--- src/rtl/pcs_sync_multi.sv ---
// 1000BASE-X code-group sync with programmable comma/good/bad thresholds; PCS_SYNC_STATS_EN adds loss/bad counters.
// Latency: 1 cycle, all outputs registered together and describing sync_code_group.
// Backpressure: none, one code-group is consumed every RX_CLK cycle.
module pcs_sync_multi #(
   parameter int ACQ_COMMAS = 3,
   parameter int GOOD_CGS   = 4,
   parameter int BAD_LIMIT  = 4,
   parameter int CNT_W      = 16
) (
   input  logic             RX_CLK,
   input  logic             mr_main_reset_n,
   input  logic             signal_detect,
   input  logic             mr_loopback,
   input  logic [9:0]       rx_code_group,
   input  logic             cg_invalid,
   output logic [9:0]       sync_code_group,
   output logic             sync_even,
   output logic             code_sync_status,
   output logic [1:0]       sync_state
`ifdef PCS_SYNC_STATS_EN
   ,
   output logic [CNT_W-1:0] loss_count,
   output logic [CNT_W-1:0] bad_cg_count
`endif
);

   typedef enum logic [1:0] {
      LOSS_OF_SYNC  = 2'd0,
      COMMA_DETECT  = 2'd1,
      ACQUIRE_SYNC  = 2'd2,
      SYNC_ACQUIRED = 2'd3
   } state_t;

   if (ACQ_COMMAS < 1 || ACQ_COMMAS > 7 || GOOD_CGS < 1 || GOOD_CGS > 15 ||
       BAD_LIMIT < 1 || BAD_LIMIT > 15 || CNT_W < 1) begin : g_param_check
      $error("pcs_sync_multi: parameter out of legal range");
   end

   state_t     state;
   logic [2:0] comma_cnt;
   logic [3:0] good_cnt;
   logic [3:0] bad_cnt;

   logic       signal_ok;
   logic       comma;
   logic       cgbad;
   logic       cggood;
   logic       data_ok;
   logic [3:0] good_inc;
   logic [3:0] bad_inc;
   logic       go_loss;
   logic       realign;

   // sync_even doubles as rx_even: cgbad must see the value before this cycle's update
   assign signal_ok = signal_detect | mr_loopback;
   assign comma     = (rx_code_group[9:3] == 7'b0011111) | (rx_code_group[9:3] == 7'b1100000);
   assign cgbad     = cg_invalid | (comma & sync_even);
   assign cggood    = ~cgbad;
   assign data_ok   = ~cg_invalid & ~comma;
   assign good_inc  = good_cnt + 4'd1;
   assign bad_inc   = bad_cnt + 4'd1;

   assign go_loss = ~signal_ok
                  | ((state == COMMA_DETECT)  & ~data_ok)
                  | ((state == ACQUIRE_SYNC)  & cgbad)
                  | ((state == SYNC_ACQUIRED) & cgbad & (bad_inc == 4'(BAD_LIMIT)));

   assign realign = signal_ok & comma &
                    ((state == LOSS_OF_SYNC) |
                     ((state == ACQUIRE_SYNC)  & cggood) |
                     ((state == SYNC_ACQUIRED) & cggood));

   assign sync_state = state;

   always_ff @(posedge RX_CLK or negedge mr_main_reset_n) begin
      if (!mr_main_reset_n) begin
         state            <= LOSS_OF_SYNC;
         sync_code_group  <= 10'd0;
         sync_even        <= 1'b0;
         code_sync_status <= 1'b0;
         comma_cnt        <= 3'd0;
         good_cnt         <= 4'd0;
         bad_cnt          <= 4'd0;
      end else begin
         sync_code_group <= rx_code_group;
         sync_even       <= realign ? 1'b1 : ~sync_even;
         if (go_loss) begin
            state            <= LOSS_OF_SYNC;
            code_sync_status <= 1'b0;
            comma_cnt        <= 3'd0;
            good_cnt         <= 4'd0;
            bad_cnt          <= 4'd0;
         end else begin
            case (state)
               LOSS_OF_SYNC: begin
                  if (comma) begin
                     state     <= COMMA_DETECT;
                     comma_cnt <= 3'd1;
                  end
               end
               COMMA_DETECT: begin
                  // go_loss already filtered out anything but a valid data code-group
                  if (comma_cnt == 3'(ACQ_COMMAS)) begin
                     state            <= SYNC_ACQUIRED;
                     code_sync_status <= 1'b1;
                  end else begin
                     state <= ACQUIRE_SYNC;
                  end
               end
               ACQUIRE_SYNC: begin
                  if (comma) begin
                     state     <= COMMA_DETECT;
                     comma_cnt <= comma_cnt + 3'd1;
                  end
               end
               SYNC_ACQUIRED: begin
                  if (cgbad) begin
                     good_cnt <= 4'd0;
                     bad_cnt  <= bad_inc;
                  end else if (bad_cnt != 4'd0) begin
                     if (good_inc == 4'(GOOD_CGS)) begin
                        bad_cnt  <= bad_cnt - 4'd1;
                        good_cnt <= 4'd0;
                     end else begin
                        good_cnt <= good_inc;
                     end
                  end else begin
                     good_cnt <= 4'd0;
                  end
               end
               default: state <= LOSS_OF_SYNC;
            endcase
         end
      end
   end

`ifdef PCS_SYNC_STATS_EN
   localparam logic [CNT_W-1:0] CNT_ONE = {{(CNT_W-1){1'b0}}, 1'b1};

   always_ff @(posedge RX_CLK or negedge mr_main_reset_n) begin
      if (!mr_main_reset_n) begin
         loss_count   <= '0;
         bad_cg_count <= '0;
      end else begin
         if ((state == SYNC_ACQUIRED) && go_loss && (loss_count != {CNT_W{1'b1}}))
            loss_count <= loss_count + CNT_ONE;
         if ((state == SYNC_ACQUIRED) && cgbad && (bad_cg_count != {CNT_W{1'b1}}))
            bad_cg_count <= bad_cg_count + CNT_ONE;
      end
   end
`endif

endmodule

--- config.mk ---
export PLATFORM = sky130hd
export DESIGN_NAME = pcs_sync_multi
export DESIGN_NICKNAME = d
export VERILOG_FILES = /design/src/rtl/pcs_sync_multi.sv
export SDC_FILE = /design/constraint.sdc
export NUM_CORES = 1
export LEC_CHECK = 0
export CORE_AREA = 5 5 60 62
export DETAILED_ROUTE_END_ITERATION = 10
export DIE_AREA = 0 0 65 67
export PLACE_DENSITY = 0.74
export SLEW_MARGIN = 20
export SYNTH_ARGS = -nofsm -noshare
export SYNTH_HDL_FRONTEND = slang
export SYNTH_SLANG_ARGS = --single-unit
--- constraint.sdc ---
create_clock -name RX_CLK -period 2.2 [get_ports RX_CLK]
set_clock_uncertainty 0.05 [all_clocks]
set_input_delay 0.44 -clock RX_CLK [delete_from_list [all_inputs] [get_ports RX_CLK]]
set_output_delay 0.44 -clock RX_CLK [all_outputs]
set_load 0.01 [all_outputs]
# ---- Yosys cells after proc, flatten, opt, wreduce, memory -nomap -nowiden
# Cells that the tools add are included.
# Widths: inputs -> output; s select.
dict set report word_totals {
  regBits 25
  latchBits 0
  ramBits 0
  mem_bits_ro 0
  inputBits 15
  out_inout_bits 14
  wordCells 82
  mem_count 0
}
dict set report op_classes {
  add_sub_neg 4
  mul 0
  div 0
  order_cmp 0
  n_eq_ne 11
  shifts 0
  muxes 22
  bitwise_logic 24
  n_reduce_logical 14
}
# cell count
set ops {}
lappend ops {{$mux 4} 10}
lappend ops {{$reduce_bool 3->1} 4}
lappend ops {{$and 1x1->1} 10}
lappend ops {{$mux 3} 3}
lappend ops {{$add 4x1->4 const B} 2}
lappend ops {{$eq 4x3->1 const B} 2}
lappend ops {{$or 1x1->1} 8}
lappend ops {{$eq 7x5->1 const B} 1}
lappend ops {{$eq 7x7->1 const B} 1}
lappend ops {{$ne 3x3->1 const B} 2}
lappend ops {{$not 1->1} 6}
lappend ops {{$pmux 3 s2} 1}
lappend ops {{$reduce_and 3->1} 2}
lappend ops {{$reduce_bool 2->1} 3}
lappend ops {{$mux 1} 5}
lappend ops {{$eq 2x2->1 const B} 2}
lappend ops {{$mux 2} 2}
lappend ops {{$pmux 2 s2} 1}
lappend ops {{$reduce_and 2->1} 2}
lappend ops {{$reduce_bool 4->1} 1}
lappend ops {{$sub 4x1->4 const B} 1}
lappend ops {{$add 3x1->3 const B} 1}
lappend ops {{$eq 3x2->1 const B} 1}
lappend ops {{$ne 3x1->1 const B} 1}
lappend ops {{3 further kinds} 3}

# ---- Longest topological paths before layout
# Gate-level depths: netlist of the first run.
dict set report logic_depth {
  word_depth 11
  ltp_mapped 7
  depth_no_buf 6
}

# ---- Worst setup path before layout of the first run
# Ideal clock, no wire load.
dict set report synth_path {
  path_kind {flip-flop to flip-flop}
  startpoint {reg sync_even}
  endpoint {reg bad_cnt[2]}
  setup_ns 0.124
  arrival_time_ns 1.798
  required_ns 2.026
  slack_ns 0.228
  path_stages_with_launch 6
  n_path_buf 0
  cell_sequence {dfrtp_1 -> and4_2 -> a221oi_4 -> mux2_2 -> and3b_1 -> a211o_1}
}
dict set report synth_between {
  elab_chain_len 7
}
# element line_no
set synth_lines {}
lappend synth_lines {{from (decl)} 17} ;# output logic sync_even,
lappend synth_lines {{from (signal assigned)} 86} ;# sync_even <= realign ? 1'b1 : ~sync_even;
lappend synth_lines {{$and 1x1->1 *} 57} ;# assign cgbad = cg_invalid | (comma & sync_even);
lappend synth_lines {{$or 1x1->1 *} 57}
lappend synth_lines {{$and 1x1->1 (on tied branches)} {65, 66}}
lappend synth_lines {{$or 1x1->1 / $and 1x1->1 (equally long branches)} {65, 66}}
lappend synth_lines {{$or 1x1->1} 66} ;# | ((state == SYNC_ACQUIRED) & cgbad & (bad_inc == 4'(BAD_LIMIT)));
lappend synth_lines {{$reduce_bool 3->1 (no line) / $reduce_bool 2->1 (equally long branches)} n/a}
lappend synth_lines {{$reduce_and 3->1 (no line)} n/a}
lappend synth_lines {{to (signal assigned)} 119} ;# bad_cnt <= bad_inc;
lappend synth_lines {{to (signal assigned)} 122} ;# bad_cnt <= bad_cnt - 4'd1;
lappend synth_lines {{to (decl)} 42} ;# logic [3:0] bad_cnt;
# Mark *: on every way between the ends. The rest lies on a longest branch, timed or not. The select of a mux whose other input is x is not followed.
# A chain may end at the register's enable or synchronous reset.

# ---- Worst setup path in the final report of the first run
dict set report layout_path {
  startpoint {in rx_code_group[7]}
  endpoint {reg bad_cnt[2]}
}
dict set report layout_between {
  elab_chain_len 11
}
# element line_no
set layout_lines {}
lappend layout_lines {{from (decl)} 14} ;# input logic [9:0] rx_code_group,
lappend layout_lines {{$eq 7x5->1 / $eq 7x7->1 (equally long branches)} 56} ;# assign comma = (rx_code_group[9:3] == 7'b0011111) | (rx_code_group[9:3] == 7'b1100000);
lappend layout_lines {{$or 1x1->1 *} 56}
lappend layout_lines {{$not 1->1} 59} ;# assign data_ok = ~cg_invalid & ~comma;
lappend layout_lines {{$and 1x1->1} 59}
lappend layout_lines {{$not 1->1} 64} ;# | ((state == COMMA_DETECT) & ~data_ok)
lappend layout_lines {{$and 1x1->1} 64}
lappend layout_lines {{$or 1x1->1} 64}
lappend layout_lines {{$or 1x1->1} 65} ;# | ((state == ACQUIRE_SYNC) & cgbad)
lappend layout_lines {{$or 1x1->1} 66}
lappend layout_lines {{$reduce_bool 3->1 (no line) / $reduce_bool 2->1 (equally long branches)} n/a}
lappend layout_lines {{$reduce_and 3->1 (no line)} n/a}
# Marked as above.

==> impl_metrics.xml, run 1 <==
<?xml version="1.0" encoding="UTF-8"?>
<metrics>
  <group name="layout">
    <metric name="post_route_cells_drive_above_1_share" unit="%">22.0</metric>
    <metric name="most-common-layout-cells" unit="">28 x clkdlybuf4s50_1, 25 x dfrtp_1, 16 x buf_4</metric>
    <metric name="fillers" unit="">250</metric>
    <metric name="ff_latch_area" unit="µm²">626</metric>
    <metric name="layout.cells.non_filler" unit="">210</metric>
    <metric name="area_delta_synth_final" unit="%">31.6</metric>
    <metric name="area_of_the_multi_input_gates" unit="µm²">753</metric>
    <metric name="fin_nets" unit="">199</metric>
    <metric name="antennaDiodeCount" unit="">0</metric>
    <metric name="final_common_cell" unit="">clkdlybuf4s50_1</metric>
  </group>
  <group name="synthesis">
    <metric name="synthesis.nets" unit="">154</metric>
    <metric name="avgSynthCellArea" unit="µm²">10.7</metric>
    <metric name="synth_fa_ha_area_share" unit="%">5.27</metric>
    <metric name="post_synth_and_or_nand_nor_area_fraction" unit="%">21.9</metric>
    <metric name="synth-seq-area-share" unit="%">43.9</metric>
    <metric name="synth_mux_area_share" unit="%">0.791</metric>
    <metric name="synth.cell_area" unit="mm²">0.00142</metric>
    <metric name="yosys_most_used_dff" unit="">dfrtp_1</metric>
    <metric name="ys.warnings.count" unit="">0</metric>
    <metric name="synthXorXnorAreaFrac" unit="%">1.85</metric>
    <metric name="synth_compound_area_share" unit="%">23.1</metric>
    <metric name="netlist-cell-type-count" unit="">52</metric>
    <metric name="synth_top_family_by_area" unit="">compound AO/OA/AOI/OAI gates</metric>
    <metric name="yosysTopAreaCellShare" unit="%">43.9</metric>
    <metric name="synth-async-reset-ratio" unit="%">100</metric>
    <metric name="netlist_instances" unit="">133</metric>
    <metric name="synth.ff_latch_count" unit="">25</metric>
    <metric name="synthTopCellsByArea" unit="">dfrtp_1 44%, ha_1 5.3%, a21oi_1 3.2%, nor2_1 3.2%, nand2_1 2.9%</metric>
    <metric name="synth_enable_flop_cells" unit="">0</metric>
    <metric name="synth_area_leader_cell" unit="">dfrtp_1</metric>
  </group>
  <group name="timing">
    <metric name="timing_max_transition_violations_final" unit="">0</metric>
    <metric name="max_slew_margin" unit="%">74.9</metric>
    <metric name="worst_slack" unit="ns">0.109</metric>
    <metric name="finalCriticalPeriod" unit="ns">2.09</metric>
    <metric name="setup_viol_count_final" unit="">0</metric>
    <metric name="fmax" unit="MHz">478</metric>
    <metric name="post-route-period-util" unit="%">95.1</metric>
    <metric name="timing.final.hold_violations" unit="">0</metric>
    <metric name="rsz0062_at_grt" unit="">false</metric>
    <metric name="actual_slew_at_the_worst_max_slew_pin" unit="ns">0.374</metric>
    <metric name="hold_slack" unit="ns">0.397</metric>
  </group>
  <group name="clock_network">
    <metric name="cts_max_level" unit="">1</metric>
    <metric name="clock-root-buffer" unit="">clkbuf_4</metric>
    <metric name="cts.reportedPaths.clkPinSlew" unit="ns">0.16</metric>
    <metric name="holdBufCountCts" unit="">0</metric>
    <metric name="cts_num_sinks" unit="">25</metric>
    <metric name="ctsResizeCount" unit="">0</metric>
    <metric name="tritoncts" unit="">done</metric>
    <metric name="postCtsSetupBuffers" unit="">0</metric>
    <metric name="clock_path_buffers" unit="">2</metric>
    <metric name="cts_made_buffers" unit="">3</metric>
    <metric name="clock_insertion_delay_worst_skew" unit="ns">0.33</metric>
  </group>
  <group name="floorplan">
    <metric name="die_height" unit="µm">67</metric>
    <metric name="placeableCoreArea" unit="mm²">0.00298</metric>
    <metric name="floorplan.rows" unit="">20</metric>
    <metric name="die_area" unit="mm²">0.00436</metric>
    <metric name="die_width" unit="µm">65</metric>
    <metric name="num_io_pins" unit="">29</metric>
    <metric name="start_util" unit="%">47.8</metric>
  </group>
  <group name="setup_path">
    <metric name="cp.required" unit="ns">2.37</metric>
    <metric name="path_class" unit="">primary input to flop</metric>
    <metric name="timing.reg2reg.worst_path_depth" unit="">6</metric>
    <metric name="critical_path.startpoint_type" unit="">primary input</metric>
    <metric name="critical_path_fanouts_max" unit="">3</metric>
    <metric name="arrival" unit="ns">2.26</metric>
    <metric name="worstSetupEndpointType" unit="">flop</metric>
  </group>
  <group name="placement">
    <metric name="place_worst_setup_slack" unit="ns">-0.233</metric>
    <metric name="place_congestion" unit="">0.920</metric>
    <metric name="port_buffers" unit="">28</metric>
    <metric name="dp.final_hpwl" unit="mm">2.44</metric>
    <metric name="dpl.cell_count" unit="">206</metric>
  </group>
  <group name="route">
    <metric name="drt-wirelength-per-cell" unit="µm">15.0</metric>
    <metric name="drtPass1Iterations" unit="">4</metric>
    <metric name="ant_nets" unit="">0</metric>
    <metric name="dr.first_iter.drc_count" unit="">42</metric>
    <metric name="post_drt_via_cell_ratio" unit="">5.72</metric>
    <metric name="drcViolationCount" unit="">0</metric>
    <metric name="drt-total-wl" unit="mm">3.16</metric>
    <metric name="num_vias" unit="">1201</metric>
  </group>
  <group name="power_and_ir_drop">
    <metric name="finalPower" unit="mW">0.979</metric>
    <metric name="p_leak" unit="nW">0.822</metric>
    <metric name="ir_worst_vdd" unit="mV">0.295</metric>
    <metric name="ratio_of_total_power_to_cell_area" unit="mW/mm²">522</metric>
  </group>
  <group name="global_routing">
    <metric name="initial_antenna_violation_count" unit="">0</metric>
    <metric name="first_pass_grt_wire_length" unit="mm">5.74</metric>
    <metric name="grt_overflow" unit="">0</metric>
    <metric name="grt_start_max_net_pins" unit="">26</metric>
    <metric name="grt_pass1_vias" unit="">1263</metric>
    <metric name="groute.usage.overall" unit="%">16.9</metric>
  </group>
  <group name="outcome">
    <metric name="status" unit="">finished clean</metric>
  </group>
  <group name="worst_hold_path">
    <metric name="worst_hold_path_type" unit="">primary input to asynchronous set/reset pin</metric>
  </group>
  <group name="job">
    <metric name="cap_viol_max_count" unit="">0</metric>
  </group>
</metrics>
-- cells by family (layout without fill, tap and decap cells) --
family | count (synthesis) | in the layout
fa+ha+maj | 6 | 6
flops | 25 | 25
simple gates | 50 | 50
mux | 1 | 1
compound gates | 38 | 38
xor+xnor | 3 | 3
buf+inv | 10 | 54
-- cell type report --
| type | count | share of cell area (%) |
|---|---|---|
| multi-input combinational | 98 | 40.2 |
| sequential | 25 | 33.4 |
| timing repair buffer | 44 | 21.4 |
| tap | 33 | 2.20 |
| clock buffer | 3 | 1.20 |
| inverter | 6 | 1.20 |
| clock inverter | 1 | 0.467 |
-- sequential cells by signal (all words and copies together) (netlist names) --
signal,flops
code_sync_status,1
bad_cnt,4
sync_even,1
sync_code_group,10
sync_state,2
good_cnt,4
comma_cnt,3
-- cell usage after synthesis, types with 3 or more instances --
cell	number
a21oi_1	9
buf_2	3
dfrtp_1	25
ha_1	6
inv_1	6
nand2_1	11
nand2b_1	3
nor2_1	12
-- worst max-delay path, cell delays in order --
cell	delay [ns]
clkdlybuf4s50_1	0.50
and4bb_4	0.25
a221oi_4	0.27
mux2_2	0.37
and3b_1	0.16
a211o_1	0.26
-- metal layers --
metal  share of wire, %  GRT usage (%)  vias up
met2                 48           29.4       39
li1                   -              -      581
met4                1.7           6.86        0
met1                 44           20.7      575
met3                5.8           3.04        6
met5                  0              0        -
-- where the power goes --
part / switching, mW / total [mW] / internal, mW
logic: 0.102 / 0.223 / 0.121
registers: 0.0396 / 0.530 / 0.490
clock network: 0.152 / 0.226 / 0.0741
total: 0.293 / 0.979 / 0.686
-- stage by stage --
step                util [%]  setup TNS (ns)  instance area [µm²]
global placement        61.9           -1.40                 1840
CTS                     62.9               0                 1870
global route            62.9               0                 1870
detailed placement      61.9           -1.71                 1840
floorplan                  -               0                 1420
finish                  62.9               0                 1870
-- path summary, 6_finish.rpt --
kind                                       start                 end  slack (ns)
min in group RX_CLK                 comma_cnt[0]        comma_cnt[0]        0.46
worst max register to register       good_cnt[0]          bad_cnt[3]        0.22
max in group asynchronous        mr_main_reset_n          bad_cnt[2]        1.43
worst max-delay path            rx_code_group[7]          bad_cnt[2]        0.11
worst min-delay path             mr_main_reset_n  sync_code_group[0]        0.40
worst min register to register      comma_cnt[0]        comma_cnt[0]        0.46
No activity file was read; power rests on OpenSTA's default activity.
==> inputs of run 2 (changes only) <==
--- a/config.mk
+++ b/config.mk
@@ -5,9 +5,9 @@
 export SDC_FILE = /design/constraint.sdc
 export NUM_CORES = 1
 export LEC_CHECK = 0
-export CORE_AREA = 5 5 60 62
+export CORE_AREA = 2 2 57 59
 export DETAILED_ROUTE_END_ITERATION = 10
-export DIE_AREA = 0 0 65 67
+export DIE_AREA = 0 0 59 61
 export PLACE_DENSITY = 0.74
 export SLEW_MARGIN = 20
 export SYNTH_ARGS = -nofsm -noshare
==> run 2 against run 1 <==
  * First-iteration DRC count is 9.5% higher
  * Final cell count stayed put
  * Sequential power hardly changed
  * Critical path depth is 1 higher
  * Sequential share of layout area hardly changed
  * Hold slack better by 0.0082 ns
  * Clock-buffer cell count stayed put
  * Via count is 2.7% higher
  * Critical endpoint is now bad_cnt[3]
  * Largest power group unchanged
  * Highest routed layer unchanged
==> impl_metrics.xml, run 2 (synthesized netlist as in run 1, its figures left out) <==
<?xml version="1.0" encoding="UTF-8"?>
<metrics>
  <group name="setup_path">
    <metric name="cp.required" unit="ns">2.36</metric>
    <metric name="critical_path_fanouts_max" unit="">5</metric>
    <metric name="critical_path.startpoint_type" unit="">primary input</metric>
    <metric name="timing.reg2reg.worst_path_depth" unit="">6</metric>
    <metric name="path_class" unit="">primary input to flop</metric>
    <metric name="arrival" unit="ns">2.26</metric>
    <metric name="worstSetupEndpointType" unit="">flop</metric>
  </group>
  <group name="layout">
    <metric name="most-common-layout-cells" unit="">28 x clkdlybuf4s50_1, 25 x dfrtp_1, 16 x buf_4</metric>
    <metric name="fin_nets" unit="">199</metric>
    <metric name="area_delta_synth_final" unit="%">31.7</metric>
    <metric name="post_route_cells_drive_above_1_share" unit="%">22.6</metric>
    <metric name="largest_register_ff_count" unit="">10</metric>
    <metric name="final_common_cell" unit="">clkdlybuf4s50_1</metric>
    <metric name="fillers" unit="">240</metric>
    <metric name="fin_area" unit="mm²">0.00188</metric>
    <metric name="final_core_util" unit="%">63.5</metric>
    <metric name="max_flop_register" unit="">sync_code_group</metric>
    <metric name="antennaDiodeCount" unit="">0</metric>
    <metric name="largest_registers" unit="">sync_code_group (10), bad_cnt (4), good_cnt (4)</metric>
  </group>
  <group name="route">
    <metric name="drt-total-wl" unit="mm">3.21</metric>
    <metric name="drt-wirelength-per-cell" unit="µm">15.3</metric>
    <metric name="drcViolationCount" unit="">0</metric>
    <metric name="drtPass1Iterations" unit="">4</metric>
    <metric name="num_vias" unit="">1234</metric>
    <metric name="post_drt_via_cell_ratio" unit="">5.88</metric>
    <metric name="dr.first_iter.drc_count" unit="">46</metric>
    <metric name="ant_nets" unit="">0</metric>
  </group>
  <group name="clock_network">
    <metric name="cts.reportedPaths.clkPinSlew" unit="ns">0.15</metric>
    <metric name="tritoncts" unit="">done</metric>
    <metric name="cts_max_level" unit="">1</metric>
    <metric name="clock_path_buffers" unit="">2</metric>
    <metric name="postCtsSetupBuffers" unit="">0</metric>
    <metric name="clock_insertion_delay_worst_skew" unit="ns">0.32</metric>
    <metric name="clock-root-buffer" unit="">clkbuf_4</metric>
    <metric name="cts_num_sinks" unit="">25</metric>
    <metric name="cts_made_buffers" unit="">3</metric>
  </group>
  <group name="floorplan">
    <metric name="start_util" unit="%">48.2</metric>
    <metric name="die_area" unit="mm²">0.00360</metric>
    <metric name="num_io_pins" unit="">29</metric>
    <metric name="die_width" unit="µm">59</metric>
    <metric name="placeableCoreArea" unit="mm²">0.00295</metric>
    <metric name="die_height" unit="µm">61</metric>
    <metric name="floorplan.rows" unit="">20</metric>
  </group>
  <group name="global_routing">
    <metric name="grt_start_max_net_pins" unit="">26</metric>
    <metric name="initial_antenna_violation_count" unit="">0</metric>
    <metric name="grt_overflow" unit="">0</metric>
    <metric name="grt_pass1_vias" unit="">1210</metric>
    <metric name="first_pass_grt_wire_length" unit="mm">5.37</metric>
    <metric name="groute.usage.overall" unit="%">19.8</metric>
  </group>
  <group name="timing">
    <metric name="hold_slack" unit="ns">0.406</metric>
    <metric name="max_slew_margin" unit="%">71.5</metric>
    <metric name="actual_slew_at_the_worst_max_slew_pin" unit="ns">0.424</metric>
    <metric name="finalCriticalPeriod" unit="ns">2.10</metric>
    <metric name="setup_viol_count_final" unit="">0</metric>
    <metric name="timing_max_transition_violations_final" unit="">0</metric>
    <metric name="post-route-period-util" unit="%">95.4</metric>
    <metric name="worst_slack" unit="ns">0.101</metric>
    <metric name="timing.final.hold_violations" unit="">0</metric>
    <metric name="fmax" unit="MHz">477</metric>
    <metric name="rsz0062_at_grt" unit="">false</metric>
  </group>
  <group name="outcome">
    <metric name="status" unit="">finished clean</metric>
  </group>
  <group name="power_and_ir_drop">
    <metric name="ratio_of_total_power_to_cell_area" unit="mW/mm²">513</metric>
    <metric name="finalPower" unit="mW">0.963</metric>
    <metric name="p_leak" unit="nW">0.822</metric>
    <metric name="ir_worst_vdd" unit="mV">0.194</metric>
  </group>
  <group name="job">
    <metric name="cap_viol_max_count" unit="">0</metric>
  </group>
  <group name="placement">
    <metric name="post_dp_cell_area" unit="mm²">0.00184</metric>
    <metric name="place_congestion" unit="">0.932</metric>
    <metric name="dp.final_hpwl" unit="mm">2.43</metric>
    <metric name="place_worst_setup_slack" unit="ns">-0.244</metric>
    <metric name="port_buffers" unit="">28</metric>
  </group>
  <group name="worst_hold_path">
    <metric name="worst_hold_path_type" unit="">primary input to asynchronous set/reset pin</metric>
  </group>
</metrics>
-- run 2: power by group --
group / internal [mW] / switching, mW
Combinational: 0.121 / 0.0995
Sequential: 0.490 / 0.0387
Clock: 0.0681 / 0.145
-- run 2: what timing repair did --
item	in CTS	in global routing
hold buffers	0	0
gates resized for setup	0	1
endpoints found under the setup margin	0	1
-- run 2: cell type report --
cell class	instances	area, µm²	share of cell area, %
inverters	6	22.5	1.20
multi-input cells	98	758	40.4
clock inverters	1	5.00	0.267
flip-flops and latches	25	626	33.4
repair buffers	44	400	21.3
well taps	33	41.3	2.20
clock buffers	3	22.5	1.20
-- run 2: critical path, cell delays in order --
cell             delay, ns
clkdlybuf4s50_1       0.52
nor4b_4               0.38
a221oi_4              0.12
buf_4                 0.17
a21o_2                0.20
a221oi_1              0.29
o22ai_1               0.14
-- run 2: metal layers --
| metal | global-route usage (%) | vias up | wire length (µm) |
|---|---|---|---|
| met5 | 0 | - | 0 |
| met4 | 7.79 | 0 | 32 |
| met3 | 3.20 | 4 | 123 |
| met2 | 36.8 | 36 | 1620 |
| met1 | 22.8 | 615 | 1430 |
| li1 | - | 579 | - |
-- run 2: worst paths after layout --
check                                 start                  to  slack (ns)
setup / recovery           rx_code_group[4]          bad_cnt[3]        0.10
hold / removal              mr_main_reset_n         good_cnt[2]        0.41
setup reg to reg                good_cnt[0]          bad_cnt[3]        0.20
hold reg to reg            code_sync_status    code_sync_status        0.47
max in group asynchronous   mr_main_reset_n  sync_code_group[7]        1.45
min in group RX_CLK        code_sync_status    code_sync_status        0.47
-- run 2: stage by stage --
| step | TNS [ns] | cells |
|---|---|---|
| floorplan | 0 | 133 |
| global placement | -1.38 | 206 |
| detailed placement | -1.74 | 206 |
| CTS | 0 | 210 |
| global route | 0 | 210 |
| finish | 0 | 210 |
